===== src/rtl/head_table_sb.sv =====
// Bucket head-pointer table: lookup with pass-through payload, modify scoreboard,
// write snooping on every pipeline stage and a restartable clear engine.
module head_table_sb #(
  parameter int BUCKET_WIDTH = 8,
  parameter int PTR_WIDTH    = 10,
  parameter int PDATA_WIDTH  = 64,
  parameter int RD_LATENCY   = 1,
  parameter int SB_DEPTH     = 4
) (
  input  logic                    clk_i,
  input  logic                    rst_n_i,
  input  logic [PDATA_WIDTH-1:0]  pdata_in_i,
  input  logic [BUCKET_WIDTH-1:0] bucket_in_i,
  input  logic                    modify_in_i,
  input  logic                    pdata_in_valid_i,
  output logic                    pdata_in_ready_o,
  output logic [PDATA_WIDTH-1:0]  pdata_out_o,
  output logic [BUCKET_WIDTH-1:0] bucket_out_o,
  output logic [PTR_WIDTH-1:0]    head_ptr_o,
  output logic                    head_ptr_val_o,
  output logic                    pdata_out_valid_o,
  input  logic                    pdata_out_ready_i,
  input  logic                    wr_en_i,
  input  logic [BUCKET_WIDTH-1:0] wr_addr_i,
  input  logic [PTR_WIDTH-1:0]    wr_ptr_i,
  input  logic                    wr_ptr_val_i,
  input  logic                    op_done_i,
  input  logic [BUCKET_WIDTH-1:0] op_done_bucket_i,
  input  logic                    clear_run_i,
  output logic                    clear_busy_o,
  output logic                    clear_done_o,
  output logic                    sb_full_o
);

  localparam int DEPTH = 1 << BUCKET_WIDTH;
  localparam int HW    = PTR_WIDTH + 1;

  function automatic logic [HW-1:0] f_snoop(input logic we, input logic [BUCKET_WIDTH-1:0] waddr,
                                           input logic [HW-1:0] wdata, input logic [BUCKET_WIDTH-1:0] bkt,
                                           input logic [HW-1:0] cur);
    return (we && (waddr == bkt)) ? wdata : cur;
  endfunction

  logic [HW-1:0]           r_mem [DEPTH];
  logic                    r_clr_busy;
  logic [BUCKET_WIDTH-1:0] r_clr_cnt;
  logic                    w_we;
  logic [BUCKET_WIDTH-1:0] w_waddr;
  logic [HW-1:0]           w_wdata;
  logic                    w_adv, w_acc, w_hazard, w_sb_hit;
  logic                    w_out_vld;
  logic [PDATA_WIDTH-1:0]  w_out_pdata;
  logic [BUCKET_WIDTH-1:0] w_out_bkt;
  logic [HW-1:0]           w_out_head;

  // While clearing, the clear engine owns the write port and external writes are dropped.
  assign w_we    = r_clr_busy | wr_en_i;
  assign w_waddr = r_clr_busy ? r_clr_cnt : wr_addr_i;
  assign w_wdata = r_clr_busy ? '0 : {wr_ptr_val_i, wr_ptr_i};

  always_ff @(posedge clk_i) begin
    if (w_we) r_mem[w_waddr] <= w_wdata;
  end

  always_ff @(posedge clk_i or negedge rst_n_i) begin
    if (!rst_n_i) begin
      r_clr_busy <= 1'b0;
      r_clr_cnt  <= '0;
    end else if (clear_run_i) begin
      r_clr_busy <= 1'b1;
      r_clr_cnt  <= '0;
    end else if (r_clr_busy) begin
      r_clr_cnt <= r_clr_cnt + BUCKET_WIDTH'(1);
      if (r_clr_cnt == '1) r_clr_busy <= 1'b0;
    end
  end

  assign clear_busy_o = r_clr_busy;
  assign clear_done_o = r_clr_busy && (r_clr_cnt == '1);

  // Scoreboard of in-flight modify ops
  logic [SB_DEPTH-1:0]     r_sb_vld;
  logic [BUCKET_WIDTH-1:0] r_sb_bkt [SB_DEPTH];
  logic [SB_DEPTH-1:0]     w_sb_nxt, w_alloc_oh;
  logic                    w_freed, w_alloced;

  always_comb begin
    w_sb_hit = 1'b0;
    for (int i = 0; i < SB_DEPTH; i++)
      if (r_sb_vld[i] && (r_sb_bkt[i] == bucket_in_i)) w_sb_hit = 1'b1;
  end

  assign w_hazard         = w_sb_hit || (modify_in_i && (&r_sb_vld));
  assign w_adv            = !w_out_vld || pdata_out_ready_i;
  assign pdata_in_ready_o = rst_n_i && !r_clr_busy && w_adv && !w_hazard;
  assign w_acc            = pdata_in_valid_i && pdata_in_ready_o;
  assign sb_full_o        = &r_sb_vld;

  // Flush happens before allocation so an op accepted alongside clear_run stays tracked.
  always_comb begin
    w_sb_nxt   = r_sb_vld;
    w_alloc_oh = '0;
    w_freed    = 1'b0;
    w_alloced  = 1'b0;
    for (int i = 0; i < SB_DEPTH; i++)
      if (!w_freed && op_done_i && r_sb_vld[i] && (r_sb_bkt[i] == op_done_bucket_i)) begin
        w_sb_nxt[i] = 1'b0;
        w_freed     = 1'b1;
      end
    if (clear_run_i) w_sb_nxt = '0;
    for (int i = 0; i < SB_DEPTH; i++)
      if (!w_alloced && w_acc && modify_in_i && (clear_run_i || !r_sb_vld[i])) begin
        w_alloc_oh[i] = 1'b1;
        w_alloced     = 1'b1;
      end
    w_sb_nxt = w_sb_nxt | w_alloc_oh;
  end

  always_ff @(posedge clk_i or negedge rst_n_i) begin
    if (!rst_n_i) r_sb_vld <= '0;
    else          r_sb_vld <= w_sb_nxt;
  end

  always_ff @(posedge clk_i) begin
    for (int i = 0; i < SB_DEPTH; i++)
      if (w_alloc_oh[i]) r_sb_bkt[i] <= bucket_in_i;
  end

  // Stage 1: RAM read register; a same-cycle write to the read address is forwarded.
  logic                    r_s1_vld;
  logic [PDATA_WIDTH-1:0]  r_s1_pdata;
  logic [BUCKET_WIDTH-1:0] r_s1_bkt;
  logic [HW-1:0]           r_s1_head;

  always_ff @(posedge clk_i or negedge rst_n_i) begin
    if (!rst_n_i)   r_s1_vld <= 1'b0;
    else if (w_adv) r_s1_vld <= w_acc;
  end

  always_ff @(posedge clk_i) begin
    if (w_acc) begin
      r_s1_pdata <= pdata_in_i;
      r_s1_bkt   <= bucket_in_i;
      r_s1_head  <= f_snoop(w_we, w_waddr, w_wdata, bucket_in_i, r_mem[bucket_in_i]);
    end else begin
      r_s1_head  <= f_snoop(w_we, w_waddr, w_wdata, r_s1_bkt, r_s1_head);
    end
  end

  generate
    if (RD_LATENCY == 2) begin : g_lat2
      // Stage 2: optional output register, also snooped while held.
      logic                    r_s2_vld;
      logic [PDATA_WIDTH-1:0]  r_s2_pdata;
      logic [BUCKET_WIDTH-1:0] r_s2_bkt;
      logic [HW-1:0]           r_s2_head;

      always_ff @(posedge clk_i or negedge rst_n_i) begin
        if (!rst_n_i)   r_s2_vld <= 1'b0;
        else if (w_adv) r_s2_vld <= r_s1_vld;
      end

      always_ff @(posedge clk_i) begin
        if (w_adv) begin
          r_s2_pdata <= r_s1_pdata;
          r_s2_bkt   <= r_s1_bkt;
          r_s2_head  <= f_snoop(w_we, w_waddr, w_wdata, r_s1_bkt, r_s1_head);
        end else begin
          r_s2_head  <= f_snoop(w_we, w_waddr, w_wdata, r_s2_bkt, r_s2_head);
        end
      end

      assign w_out_vld   = r_s2_vld;
      assign w_out_pdata = r_s2_pdata;
      assign w_out_bkt   = r_s2_bkt;
      assign w_out_head  = r_s2_head;
    end else begin : g_lat1
      assign w_out_vld   = r_s1_vld;
      assign w_out_pdata = r_s1_pdata;
      assign w_out_bkt   = r_s1_bkt;
      assign w_out_head  = r_s1_head;
    end
  endgenerate

  assign pdata_out_valid_o = w_out_vld;
  assign pdata_out_o       = w_out_pdata;
  assign bucket_out_o      = w_out_bkt;
  assign head_ptr_o        = w_out_head[PTR_WIDTH-1:0];
  assign head_ptr_val_o    = w_out_vld & w_out_head[PTR_WIDTH];

endmodule


===== config.mk =====
export PLATFORM = sky130hd
export DESIGN_NAME = head_table_sb
export DESIGN_NICKNAME = d
export VERILOG_FILES = /design/src/rtl/head_table_sb.sv
export SDC_FILE = /design/constraint.sdc
export NUM_CORES = 2
export LEC_CHECK = 0
export CAP_MARGIN = 20
export CORE_AREA = 2 2 531 533
export DETAILED_ROUTE_END_ITERATION = 10
export DIE_AREA = 0 0 533 535
export HOLD_SLACK_MARGIN = 0.1
export PLACE_DENSITY_LB_ADDON = 0.08
export SYNTH_ARGS = -nofsm -noshare
export SYNTH_HDL_FRONTEND = slang
export SYNTH_SLANG_ARGS = --single-unit

===== constraint.sdc =====
create_clock -name clk_i -period 12.4 [get_ports clk_i]
set_input_delay 1.86 -clock clk_i [delete_from_list [all_inputs] [get_ports clk_i]]
set_output_delay 1.86 -clock clk_i [all_outputs]
set_load 0.01 [all_outputs]

==> results.md <==
- Outcome: completed
- DP HPWL: 201.7 mm
- VDD IR max: 0.1080 mV
- Nets: 6257
- CP Data Required Time: 10.54 ns
- Die Ht: 535 um
- Starting Density: 40.92%
- CTS tree: built
- GRT Total Usage: 22.91%
- Largest net degree at the start of global routing: 194
- Fin. max-slew vios: 0
- CTS clock-pin slew for the worst setup and hold paths: 0.06 ns
- Synth top area share: 77.13%
- Post-synth top cells: edfxtp_1 (2931), mux2i_1 (543), mux4_2 (449), nor2_1 (313), a221oi_1 (197)
- Wire per inst: 32.75 um
- P per Cell Area: 157.4 nW/um^2
- Area contributors post-synth: edfxtp_1 (77%), mux4_2 (8.9%), mux2i_1 (4.8%)
- Fill cells: 23.17k
- First-pass GRT wire length: 462.9 mm
- Cts repair resizes: 0
- Area Growth Syn to Fin: 15.87%
- Critical Path End Type: primary output
- Yosys warnings: 0
- CTS max path bufs: 4
- CTS H-Tree Depth: 5
- Layout cell share with drive strength beyond 1: 20.93%
- Pre-Repair DR Iteration Count: 6
- Max-cap violations: 0
- Netlist cell types: 66
- Port buffer count: 194
- Clock skew: 0.05018 ns
- Die span in x: 533 um
- Post-CTS Setup Bufs: 0
- Flops & latches, synth: 2945
- Synth Instances: 5619
- Sum Neg Setup Slack: 0 ns
- Overflow after GRT: 0
- Final core utilization: 47.41%
- Sequential cell area fraction in the yosys report: 77.44%
- DRC: 0
- Worst Tran Pin Value: 1.279 ns
- Cts hold-fix bufs: 0
- Iteration-0 DRC count of the detailed router: 6165
- DR vias: 57.72k
- WP data arrival: 4.32 ns
- Root buffer cell: clkbuf_16
- Relative slew slack: 14.72%
- Leak: 43.19 nW
- Fin crit period: 6.176 ns
- Setup CP Type: input port to primary output
- Synth area leader: edfxtp_1
- Antenna violations before repair: 18
- Post-synth EDFFs: 2931
- Detailed Route WL: 331.8 mm
- Main synth FF type: edfxtp_1
- CP Launch Type: input port
- Final setup fails: 0
- Clk_lat worst skew: 0.90 ns
- Core area: 278900 um^2
- Post-synth ARST share: 0.4754%
- Worst hold path class: flop to flop
- Final GP Congestion: 0.8434
- RSZ-0062 raised after global routing: false
- DR vias/cell: 5.698
- Cell Rows: 194
- Vias in the first global route: 58.27k
- Post-synthesis cell area: 114100 um^2
- Clk sinks: 2945
- Antenna-violating nets left: 0
- Count leader, synth: edfxtp_1
- Worst Hold Slack: 0.6139 ns
- Fin. Hold Viols: 0
- I/O pins: 195
- Num CTS Buffers: 324
- Dpl ws: 5.629 ns
- Die ar.: 285200 um^2
- Worst-path fanout max: 15
- Tcrit/Tclk final: 49.81%
- Achievable frequency: 161.9 MHz
- Mean cell area of the mapped netlist: 20.31 um^2
- Worst setup margin: 6.224 ns
- Syn_nets: 5727
routing by layer:
metal  wire [um]  global-route usage [%]  vias to the layer above  part of all wire [%]
li1            -                       -                    24400                     -
met1      141700                   31.98                    31050                    43
met2      161900                   37.63                     1865                    49
met3       19640                   3.671                      388                   5.9
met4        8408                   5.756                       12                   2.5
met5          89                       0                        -                 0.027
stage by stage:
| stage | std cells | cell area, um^2 | total power, mW |
|---|---|---|---|
| 2_1_floorplan | 5619 | 114100 | 11.48 |
| 4_1_cts | 10100 | 131900 | 21.01 |
| 3_5_place_dp | 9522 | 121900 | 11.80 |
| 6_report | 10130 | 132200 | 20.81 |
| 3_3_place_gp | 9483 | 121500 | 11.80 |
| 5_1_grt | 10130 | 132200 | 21.42 |
registers in the layout (all words and copies together) (netlist names):
name               flops
r_mem               2816
pdata_out_o           64
r_sb_bkt              32
r_s1_head             11
bucket_out_o           8
r_clr_cnt              8
r_sb_vld               4
clear_busy_o           1
pdata_out_valid_o      1
worst paths after layout:
path | depth (start not counted) | endpoint | start | slack [ns]
worst min-delay path | 2 | r_clr_cnt[7]$_DFFE_PN0P_ | r_clr_cnt[7]$_DFFE_PN0P_ | 0.61
min in group asynchronous | 1 | r_clr_cnt[7]$_DFFE_PN0P_ | rst_n_i | 1.39
worst max-delay path | 6 | pdata_in_ready_o | rst_n_i | 6.22
max in group asynchronous | 1 | clear_busy_o$_DFF_PN0_ | rst_n_i | 10.51
worst min register to register | 2 | r_clr_cnt[7]$_DFFE_PN0P_ | r_clr_cnt[7]$_DFFE_PN0P_ | 0.61
worst max register to register | 5 | r_mem[148][3]$_DFFE_PP_ | clear_busy_o$_DFF_PN0_ | 7.22
critical path, stage by stage:
cell and delay, ns:
clkdlybuf4s50_1 0.92, inv_1 0.08, a2111oi_0 0.40, o31a_1 0.20, and4_1 0.27, clkdlybuf4s50_1 0.57
cell usage in the layout, fill, tap and decap left out, types with 29 or more instances in the layout:
master,count
nand3_1,32
clkbuf_16,333
nor2b_1,35
mux4_2,449
a21oi_1,42
nand2_1,72
xor2_1,47
mux2i_1,543
nor2_1,282
clkinv_1,74
a22oi_1,78
edfxtp_1,2931
clkbuf_1,74
nand4_1,29
clkdlybuf4s50_1,186
xnor2_1,39
buf_4,320
nor2_2,31
o21ai_0,128
a221oi_1,197
clkinv_2,51
final cells by class:
type	instances	area, um^2	area share [%]
sequential	2945	88370	66.83
multi-input combinational	2319	24150	18.27
clock buffer	407	8611	6.512
timing repair buffer	555	4977	3.764
tap	3724	4659	3.524
clock inverter	173	1434	1.084
inverter	4	15.01	0.01136
antenna	3	7.507	0.005678
cells by family (layout without fill, tap and decap cells):
group	Yosys count	after routing	share of synthesized area, %
other cells	0	3	0
fa+ha+maj	1	1	0.01096
xor+xnor	86	86	0.6601
compound gates	598	598	3.830
flops	2945	2945	77.44
buf+inv	355	1139	1.680
simple gates	627	627	2.596
mux	1007	1007	13.79
where the power goes:
| group | switching (mW) | internal [mW] | total, mW |
|---|---|---|---|
| registers | 0.00407 | 10.8 | 10.8 |
| clock network | 3.91 | 5.32 | 9.23 |
| logic | 0.481 | 0.296 | 0.777 |
| total | 4.40 | 16.4 | 20.8 |
Power figures use the tool's default switching activity.
